**src/rtl/dmem_arb_pkg.sv**
```systemverilog
// Shared types and defaults for the data-memory arbiter: FSM states,
// read-response owner tags and the default debug starvation threshold.
package dmem_arb_pkg;

  typedef enum logic {
    IDLE = 1'b0,
    LOCK = 1'b1
  } state_e;

  typedef enum logic {
    OWN_CPU = 1'b0,
    OWN_DBG = 1'b1
  } owner_e;

  localparam int DEF_MAX_WAIT = 8;

endpackage

```
**src/rtl/dmem_arbiter_if.sv**
```systemverilog
// Bundle of CPU MEM-stage, debug-port and SRAM signals around the arbiter.
// slave = arbiter view, master = surrounding requesters and SRAM.
interface dmem_arbiter_if #(
  parameter int ADDR_W = 32,
  parameter int DATA_W = 32
);
  logic              cpu_req;
  logic              cpu_we;
  logic [ADDR_W-1:0] cpu_addr;
  logic [DATA_W-1:0] cpu_wdata;
  logic              cpu_gnt;
  logic              cpu_stall;
  logic              cpu_rvalid;
  logic [DATA_W-1:0] cpu_rdata;

  logic              dbg_req;
  logic              dbg_we;
  logic              dbg_lock;
  logic [ADDR_W-1:0] dbg_addr;
  logic [DATA_W-1:0] dbg_wdata;
  logic              dbg_gnt;
  logic              dbg_rvalid;
  logic [DATA_W-1:0] dbg_rdata;

  logic              mem_en;
  logic              mem_we;
  logic [ADDR_W-1:0] mem_addr;
  logic [DATA_W-1:0] mem_wdata;
  logic [DATA_W-1:0] mem_rdata;

  modport slave (
    input  cpu_req, cpu_we, cpu_addr, cpu_wdata,
    output cpu_gnt, cpu_stall, cpu_rvalid, cpu_rdata,
    input  dbg_req, dbg_we, dbg_lock, dbg_addr, dbg_wdata,
    output dbg_gnt, dbg_rvalid, dbg_rdata,
    output mem_en, mem_we, mem_addr, mem_wdata,
    input  mem_rdata
  );

  modport master (
    output cpu_req, cpu_we, cpu_addr, cpu_wdata,
    input  cpu_gnt, cpu_stall, cpu_rvalid, cpu_rdata,
    output dbg_req, dbg_we, dbg_lock, dbg_addr, dbg_wdata,
    input  dbg_gnt, dbg_rvalid, dbg_rdata,
    input  mem_en, mem_we, mem_addr, mem_wdata,
    output mem_rdata
  );
endinterface

```
**src/rtl/dmem_arb_aging.sv**
```systemverilog
// Debug starvation counter: counts consecutive lost debug cycles, saturating
// at MAX_WAIT; hit_o tells the arbiter to hand the next slot to debug.
module dmem_arb_aging #(
  parameter int MAX_WAIT = 8
) (
  input  logic clk,
  input  logic rst_n,
  input  logic dbg_req_i,
  input  logic dbg_gnt_i,
  output logic hit_o
);
  localparam int CNT_W = $clog2(MAX_WAIT + 1);
  localparam logic [CNT_W-1:0] CNT_MAX = CNT_W'(MAX_WAIT);

  logic [CNT_W-1:0] wait_cnt_q, wait_cnt_d;

  always_comb begin
    wait_cnt_d = wait_cnt_q;
    if (!dbg_req_i || dbg_gnt_i) begin
      wait_cnt_d = '0;
    end else if (wait_cnt_q != CNT_MAX) begin
      wait_cnt_d = wait_cnt_q + 1'b1;
    end
  end

  always_ff @(posedge clk) begin
    if (!rst_n) wait_cnt_q <= '0;
    else        wait_cnt_q <= wait_cnt_d;
  end

  assign hit_o = (wait_cnt_q == CNT_MAX);
endmodule

```
**src/rtl/dmem_arbiter.sv**
```systemverilog
// Single-port SRAM arbiter between CPU MEM stage and debug/loader port.
// Define DMEM_ARB_AGING_EN to bound debug starvation at MAX_WAIT lost cycles.
module dmem_arbiter
  import dmem_arb_pkg::*;
#(
  parameter int ADDR_W   = 32,
  parameter int DATA_W   = 32,
  parameter int MAX_WAIT = DEF_MAX_WAIT
) (
  input logic           clk,
  input logic           rst_n,
  dmem_arbiter_if.slave bus
);
  if (MAX_WAIT < 1) begin : g_cfg_check
    $error("dmem_arbiter: MAX_WAIT must be at least 1");
  end

  state_e            state_q, state_d;
  logic              rd_pend_q, rd_pend_d;
  owner_e            rd_own_q, rd_own_d;
  logic              aging_hit;
  logic              cpu_gnt, dbg_gnt;
  logic              cpu_rvalid, dbg_rvalid;
  logic [ADDR_W-1:0] mem_addr;
  logic [DATA_W-1:0] mem_wdata, mem_rdata;

`ifdef DMEM_ARB_AGING_EN
  dmem_arb_aging #(
    .MAX_WAIT (MAX_WAIT)
  ) u_aging (
    .clk       (clk),
    .rst_n     (rst_n),
    .dbg_req_i (bus.dbg_req),
    .dbg_gnt_i (dbg_gnt),
    .hit_o     (aging_hit)
  );
`else
  assign aging_hit = 1'b0;
`endif

  // Grants are held low during reset so nothing reaches the SRAM.
  always_comb begin
    cpu_gnt = 1'b0;
    dbg_gnt = 1'b0;
    if (rst_n) begin
      if (bus.dbg_req && (state_q == LOCK || aging_hit)) dbg_gnt = 1'b1;
      else if (bus.cpu_req)                               cpu_gnt = 1'b1;
      else if (bus.dbg_req)                               dbg_gnt = 1'b1;
    end
  end

  always_comb begin
    state_d = state_q;
    unique case (state_q)
      IDLE: if (dbg_gnt && bus.dbg_lock) state_d = LOCK;
      LOCK: if ((dbg_gnt && !bus.dbg_lock) || !bus.dbg_req) state_d = IDLE;
      default: state_d = IDLE;
    endcase
    rd_pend_d = (cpu_gnt && !bus.cpu_we) || (dbg_gnt && !bus.dbg_we);
    rd_own_d  = dbg_gnt ? OWN_DBG : OWN_CPU;
  end

  // NOTE: reset is synchronous, so it lives inside the clocked block and all
  // state updates use non-blocking assignments to avoid read/write races.
  always_ff @(posedge clk) begin
    if (!rst_n) begin
      state_q   <= IDLE;
      rd_pend_q <= 1'b0;
      rd_own_q  <= OWN_CPU;
    end else begin
      state_q   <= state_d;
      rd_pend_q <= rd_pend_d;
      rd_own_q  <= rd_own_d;
    end
  end

  assign mem_addr  = cpu_gnt ? bus.cpu_addr  : (dbg_gnt ? bus.dbg_addr  : '0);
  assign mem_wdata = cpu_gnt ? bus.cpu_wdata : (dbg_gnt ? bus.dbg_wdata : '0);
  assign mem_rdata = bus.mem_rdata;

  assign bus.mem_en    = cpu_gnt | dbg_gnt;
  assign bus.mem_we    = (cpu_gnt & bus.cpu_we) | (dbg_gnt & bus.dbg_we);
  assign bus.mem_addr  = mem_addr;
  assign bus.mem_wdata = mem_wdata;

  assign bus.cpu_gnt   = cpu_gnt;
  assign bus.dbg_gnt   = dbg_gnt;
  assign bus.cpu_stall = rst_n & bus.cpu_req & ~cpu_gnt;

  // Response goes to whoever owned the read, even if ownership has moved on.
  assign cpu_rvalid     = rst_n & rd_pend_q & (rd_own_q == OWN_CPU);
  assign dbg_rvalid     = rst_n & rd_pend_q & (rd_own_q == OWN_DBG);
  assign bus.cpu_rvalid = cpu_rvalid;
  assign bus.dbg_rvalid = dbg_rvalid;
  assign bus.cpu_rdata  = cpu_rvalid ? mem_rdata : '0;
  assign bus.dbg_rdata  = dbg_rvalid ? mem_rdata : '0;
endmodule
```
**src/flat_wrapper.sv**
```systemverilog
// flat-port wrapper written by rule: the top's interface ports become plain ports
module dmem_arbiter_flat import dmem_arb_pkg::*;
#(
  parameter int ADDR_W   = 32,
  parameter int DATA_W   = 32,
  parameter int MAX_WAIT = DEF_MAX_WAIT
)
  (clk, rst_n, bus_cpu_req, bus_cpu_we, bus_cpu_addr, bus_cpu_wdata, bus_cpu_gnt, bus_cpu_stall, bus_cpu_rvalid, bus_cpu_rdata, bus_dbg_req, bus_dbg_we, bus_dbg_lock, bus_dbg_addr, bus_dbg_wdata, bus_dbg_gnt, bus_dbg_rvalid, bus_dbg_rdata, bus_mem_en, bus_mem_we, bus_mem_addr, bus_mem_wdata, bus_mem_rdata);
  dmem_arbiter_if #(.ADDR_W(ADDR_W), .DATA_W(DATA_W)) bus_i ();
  input logic clk;
  input logic rst_n;
  input wire logic [$bits(bus_i.cpu_req)-1:0] bus_cpu_req;
  input wire logic [$bits(bus_i.cpu_we)-1:0] bus_cpu_we;
  input wire logic [$bits(bus_i.cpu_addr)-1:0] bus_cpu_addr;
  input wire logic [$bits(bus_i.cpu_wdata)-1:0] bus_cpu_wdata;
  output wire logic [$bits(bus_i.cpu_gnt)-1:0] bus_cpu_gnt;
  output wire logic [$bits(bus_i.cpu_stall)-1:0] bus_cpu_stall;
  output wire logic [$bits(bus_i.cpu_rvalid)-1:0] bus_cpu_rvalid;
  output wire logic [$bits(bus_i.cpu_rdata)-1:0] bus_cpu_rdata;
  input wire logic [$bits(bus_i.dbg_req)-1:0] bus_dbg_req;
  input wire logic [$bits(bus_i.dbg_we)-1:0] bus_dbg_we;
  input wire logic [$bits(bus_i.dbg_lock)-1:0] bus_dbg_lock;
  input wire logic [$bits(bus_i.dbg_addr)-1:0] bus_dbg_addr;
  input wire logic [$bits(bus_i.dbg_wdata)-1:0] bus_dbg_wdata;
  output wire logic [$bits(bus_i.dbg_gnt)-1:0] bus_dbg_gnt;
  output wire logic [$bits(bus_i.dbg_rvalid)-1:0] bus_dbg_rvalid;
  output wire logic [$bits(bus_i.dbg_rdata)-1:0] bus_dbg_rdata;
  output wire logic [$bits(bus_i.mem_en)-1:0] bus_mem_en;
  output wire logic [$bits(bus_i.mem_we)-1:0] bus_mem_we;
  output wire logic [$bits(bus_i.mem_addr)-1:0] bus_mem_addr;
  output wire logic [$bits(bus_i.mem_wdata)-1:0] bus_mem_wdata;
  input wire logic [$bits(bus_i.mem_rdata)-1:0] bus_mem_rdata;
  assign bus_i.cpu_req = bus_cpu_req;
  assign bus_i.cpu_we = bus_cpu_we;
  assign bus_i.cpu_addr = bus_cpu_addr;
  assign bus_i.cpu_wdata = bus_cpu_wdata;
  assign bus_cpu_gnt = bus_i.cpu_gnt;
  assign bus_cpu_stall = bus_i.cpu_stall;
  assign bus_cpu_rvalid = bus_i.cpu_rvalid;
  assign bus_cpu_rdata = bus_i.cpu_rdata;
  assign bus_i.dbg_req = bus_dbg_req;
  assign bus_i.dbg_we = bus_dbg_we;
  assign bus_i.dbg_lock = bus_dbg_lock;
  assign bus_i.dbg_addr = bus_dbg_addr;
  assign bus_i.dbg_wdata = bus_dbg_wdata;
  assign bus_dbg_gnt = bus_i.dbg_gnt;
  assign bus_dbg_rvalid = bus_i.dbg_rvalid;
  assign bus_dbg_rdata = bus_i.dbg_rdata;
  assign bus_mem_en = bus_i.mem_en;
  assign bus_mem_we = bus_i.mem_we;
  assign bus_mem_addr = bus_i.mem_addr;
  assign bus_mem_wdata = bus_i.mem_wdata;
  assign bus_i.mem_rdata = bus_mem_rdata;
  dmem_arbiter #(.ADDR_W(ADDR_W), .DATA_W(DATA_W), .MAX_WAIT(MAX_WAIT)) u_core (.clk(clk), .rst_n(rst_n), .bus(bus_i));
endmodule
```
**config.mk**
```make
export PLATFORM = sky130hd
export DESIGN_NAME = dmem_arbiter_flat
export DESIGN_NICKNAME = d
export VERILOG_FILES = /design/src/rtl/dmem_arb_pkg.sv /design/src/rtl/dmem_arbiter_if.sv /design/src/rtl/dmem_arb_aging.sv /design/src/rtl/dmem_arbiter.sv /design/src/flat_wrapper.sv
export SDC_FILE = /design/constraint.sdc
export NUM_CORES = 1
export LEC_CHECK = 0
export ABC_CLOCK_PERIOD_IN_PS = 2150
export CORE_AREA = 2 2 118 120
export CTS_CLUSTER_SIZE = 25
export DETAILED_ROUTE_END_ITERATION = 7
export DIE_AREA = 0 0 120 122
export PLACE_DENSITY = 0.53
export SLEW_MARGIN = 15
export SYNTH_ARGS = -nofsm -noshare
export SYNTH_HDL_FRONTEND = slang
export SYNTH_SLANG_ARGS = --single-unit
export TNS_END_PERCENT = 5
```
**constraint.sdc**
```tcl
create_clock -name clk -period 2.15 [get_ports clk]
set_input_delay 0.43 -clock clk [delete_from_list [all_inputs] [get_ports clk]]
set_output_delay 0.43 -clock clk [all_outputs]
set_load 0.005 [all_outputs]
```
## After elaboration in Yosys (flattened, before gate mapping)

Cells that the tools add are included.

| operators by class | value |
|---|---|
| $add $sub $neg | 0 |
| multipliers | 0 |
| divide/modulo/power cells | 0 |
| magnitude comparators | 0 |
| equality and inequality tests | 0 |
| shifts and indexed selects | 0 |
| multiplexer cells | 17 |
| bitwise gates (word level) | 12 |
| reduce and logical (&&, ||, !) cells | 11 |

Operator list:

| cell | number |
|---|---|
| 2-to-1 mux 32 bit | 6 |
| 2-to-1 mux 1 bit | 10 |
| bitwise AND 1 bit | 7 |
| logical AND 1 bit | 5 |
| logical NOT 1 bit | 4 |
| NOT 1 bit | 3 |
| logical OR 1 bit | 2 |
| bitwise OR 1 bit | 2 |
| one-hot mux 1 bit (2 select lines) | 1 |

| word-level totals | value |
|---|---|
| flip-flop bits (word level) | 3 |
| latch bits | 0 |
| bits in writable memories | 0 |
| ROM bits | 0 |
| bits of input ports | 167 |
| output and inout bits | 135 |
| logic and storage cells | 43 |
| memories | 0 |

## Longest topological paths before layout

| logic depth | value |
|---|---|
| depth in word-level cells | 8 |
| mapped depth | 5 |
| gate-level depth less buffers | 2 |

## Least setup slack after synthesis

Ideal clock, no wire load.

| timing path | value |
|---|---|
| path kind | input port to output port |
| from | input port bus_cpu_req |
| to | output port bus_mem_addr[24] |
| data arrival time | 1175 ps |
| required time | 1720 ps |
| slack | 545 ps |
| stages on the path | 5 |
| path buffers | 3 |
| cells stage by stage | nor2b_1 -> buf_6 -> buf_6 -> buf_6 -> o32ai_2 |

| on the way | value |
|---|---|
| longest elaborated chain between the ends | 5 |
| elaborated cells between the ends (all ways) | 8 |

RTL lines:

| what | RTL line | source |
|---|---|---|
| from (decl) | flat_wrapper.sv:12 | `input wire logic [$bits(bus_i.cpu_req)-1:0] bus_cpu_req;` |
| 2-to-1 mux 1 bit | dmem_arbiter.sv:47 | `else if (bus.cpu_req) cpu_gnt = 1'b1;` |
| 2-to-1 mux 1 bit | dmem_arbiter.sv:46 | `if (bus.dbg_req && (state_q == LOCK \|\| aging_hit)) dbg_gnt = 1'b1;` |
| 2-to-1 mux 1 bit | dmem_arbiter.sv:45 | `if (rst_n) begin` |
| 2-to-1 mux 32 bit | dmem_arbiter.sv:77 | `assign mem_addr = cpu_gnt ? bus.cpu_addr : (dbg_gnt ? bus.dbg_addr : '0);` |
| 2-to-1 mux 32 bit (*) | dmem_arbiter.sv:77 |  |
| to (decl) | flat_wrapper.sv:30 | `output wire logic [$bits(bus_i.mem_addr)-1:0] bus_mem_addr;` |

Every way passes the cells marked *; elsewhere a longest branch is shown, timed or not.

## Final worst setup path

| timing path | value |
|---|---|
| from | input port bus_cpu_req |
| to | output port bus_mem_wdata[0] |

| on the way | value |
|---|---|
| longest elaborated chain between the ends | 5 |
| elaborated cells between the ends (all ways) | 8 |

RTL lines:

| what | RTL line | source |
|---|---|---|
| 2-to-1 mux 1 bit | dmem_arbiter.sv:47 |  |
| 2-to-1 mux 1 bit | dmem_arbiter.sv:46 |  |
| 2-to-1 mux 1 bit | dmem_arbiter.sv:45 |  |
| 2-to-1 mux 32 bit | dmem_arbiter.sv:78 | `assign mem_wdata = cpu_gnt ? bus.cpu_wdata : (dbg_gnt ? bus.dbg_wdata : '0);` |
| 2-to-1 mux 32 bit (*) | dmem_arbiter.sv:78 |  |
| to (decl) | flat_wrapper.sv:31 | `output wire logic [$bits(bus_i.mem_wdata)-1:0] bus_mem_wdata;` |

Marks and branches as above.

==> metrics.txt <==
initial antenna violation count 0; DRC viols 0; adder-cell share of the synthesized area 0%; proportion of netlist area held by the largest area contributor 32.5%; CTS clk-pin slew, worst paths 30 ps; Sw Share 32.7%; mapped cell area 1920 um2; post-synthesis sequential area ratio 3.14%; maximum vdd drop 0.142 mV; Post-synth EDFFs 0; RePlAce Congestion 0.764; Slew @ Worst Pin 390 ps; complex-gate fraction of the synthesized area 34.5%; Top FF cell, synth dfxtp_1; most numerous cell in the Yosys netlist nand2_1; LEAKAGE 2.31 nW; number of fill cells 1404; Finish-stage setup viols 0; Die Wd 120 um; Critical Path RT 1720 ps; routed via count 3657; Metal-1 WL 4540 um; Yosys top cell by area nand2_1; Pins Over Slew Limit 0; initial core utilization 14.2%; mux share of post-synthesis cell area 0%; CORE AREA 13500 um2; Comb pwr share 71.1%; Synth Area in Simple Gates 47.7%; vias in the first global route 3539; crit end category primary output; routed wl met2 6490 um; Final ANT Viol Nets 0; Ant. Diodes 0; Num CTS Buffers 3; Sequential Power Share 5.0%; H-tree lvl count 1; Die Area 14600 um2; total grt overflow 0; chip height 122 um; CTS max path bufs 2; Max FO, Critical Path 23; multi-input logic area 1770 um2; GRT Total Usage 15.5%; Hold Fails Final Rpt 0; max_cap viols 0; total power 0.00122 W; Routed WL 12400 um; achievable frequency 0.468 GHz; Post-synth ARST share 0%; Clock Skew 0.0924 ps; synth top area cells nand2_1 (33%), o32ai_1 (27%), nor2_1 (14%); CTS root buf clkbuf_16; # IOs 302; Yosys reg bits 3; Worst-Skew Late Latency 220 ps; commonest cells in the netlist nand2_1 (166), nor2_1 (69), o32ai_1 (58), buf_2 (23), clkbuf_1 (14); layout cell share with drive strength beyond 1 17.2%; internal power 0.000821 W; hold crit path type in2reg; # rows 43; RSZ-0062 raised after global routing true; Mapped Cells 362; post-synthesis xor/xnor area fraction 0%; WL per Instance 15.1 um; drt first-iter violations 120; Tmin final 2140 ps; Port Buf Inserts 301; met3 wire length 1220 um; syn nets 529; sequential cell area 60.1 um2; Post-Route Utilization 39.2%; largest family of logic cells by synthesized area simple AND/OR/NAND/NOR gates; Pre-antenna DRT Iters 5; TritonCTS clock tree yes; Yosys warnings 0; hold_buf cts 0; clk sinks 3; vias per cell 4.45; Post-Syn Area per Cell 5.29 um2; final worst-path cycle share 99.4%; nets 809; DP HPWL 9560 um; Netlist cell types 18; Startpoint Class input pin; Slew Limit Headroom 74.0%; crit path kind in2out; status finished clean; Clk pwr share 23.9%; Critical Path AT 1710 ps; sw power 0.000398 W; pwr/cell area 230 nW/um2; Area growth syn-to-layout 176%; global-route wire length before repair 18400 um; largest net degree at the start of global routing 50; max layer used met4
[per-layer routing]
layer  global-route usage, %  vias to the layer above
li1                        -                     1806
met1                    16.2                     1650
met2                    30.3                      191
met3                    4.31                       10
met4                    4.19                        0
met5                       0                        -
[cell families (layout without fill, tap and decap cells)]
group	count (synthesis)	after routing
and+or+nand+nor	240	240
buffers and inverters	50	329
AOI/OAI and AO/OA	69	69
DFF	3	3
[worst paths after layout]
check | end | start | depth (start not counted) | slack [ps]
worst max-delay path | bus_mem_wdata[0] | bus_cpu_req | 6 | 10
worst min-delay path | u_core.rd_own_q | rst_n | 5 | 770
worst max register to register | u_core.rd_pend_q | u_core.state_q | 3 | 890
worst min register to register | u_core.rd_own_q | u_core.state_q | 4 | 1020
[state kept, by name, indices dropped and copies added, names as in the netlist]
| register | count |
|---|---|
| u_core.rd_own_q | 1 |
| u_core.rd_pend_q | 1 |
| u_core.state_q | 1 |
[placed cells by master (no fill, tap or decap), types with 2 or more instances in the layout]
master / count
buf_12: 10
buf_2: 32
buf_4: 10
clkbuf_16: 3
clkbuf_2: 11
clkdlybuf4s15_1: 5
clkdlybuf4s15_2: 4
clkdlybuf4s50_1: 217
dfxtp_1: 3
dlygate4sd2_1: 16
dlymetal6s2s_1: 15
nand2_1: 166
nand2b_1: 3
nor2_1: 67
nor2_2: 2
o32ai_1: 34
o32ai_2: 32
[critical path, cell delays in order]
cell and delay (ps):
dlygate4sd2_1 270, nor2b_4 140, buf_6 140, buf_12 150
o32ai_2 300, clkdlybuf4s15_2 260
[power by group through the flow]
stage | clock network (W) | logic, W | registers (W)
finish | 0.000291 | 0.000867 | 0.0000609
detailed placement | 0 | 0.000880 | 0.0000615
floorplan | 0 | 0.000301 | 0.0000602
global route | 0.000303 | 0.000939 | 0.0000612
CTS | 0.000295 | 0.000878 | 0.0000609
global placement | 0 | 0.000873 | 0.0000615
[stage by stage]
step           cell area (um2)  cells  setup TNS [ps]  hold WS, ps  setup slack (ps)
2_1_floorplan             1920    362               0          595               545
3_3_place_gp              5150    814          -26660          795              -523
3_5_place_dp              5150    814          -26590          784              -539
4_1_cts                   5280    822            -521          781             -86.3
5_1_grt                   5290    821            -194          798             -56.9
6_report                  5290    821               0          774              12.6
[final cells by class]
cell class | count | area share (%)
tap | 180 | 4.26
inverter | 2 | 0.142
sequential | 3 | 1.14
multi-input combinational | 309 | 33.5
clock buffer | 4 | 1.49
timing repair buffer | 323 | 59.4
[timing repair]
| action | 4_1_cts | 5_1_grt |
|---|---|---|
| endpoints found under the hold margin | 0 | 0 |
| gates cloned | 2 | 0 |
| gates resized for setup | 187 | 58 |
| endpoints found under the setup margin | 70 | 88 |
| setup buffers | 2 | 0 |
(Power assumes the default switching activity.)
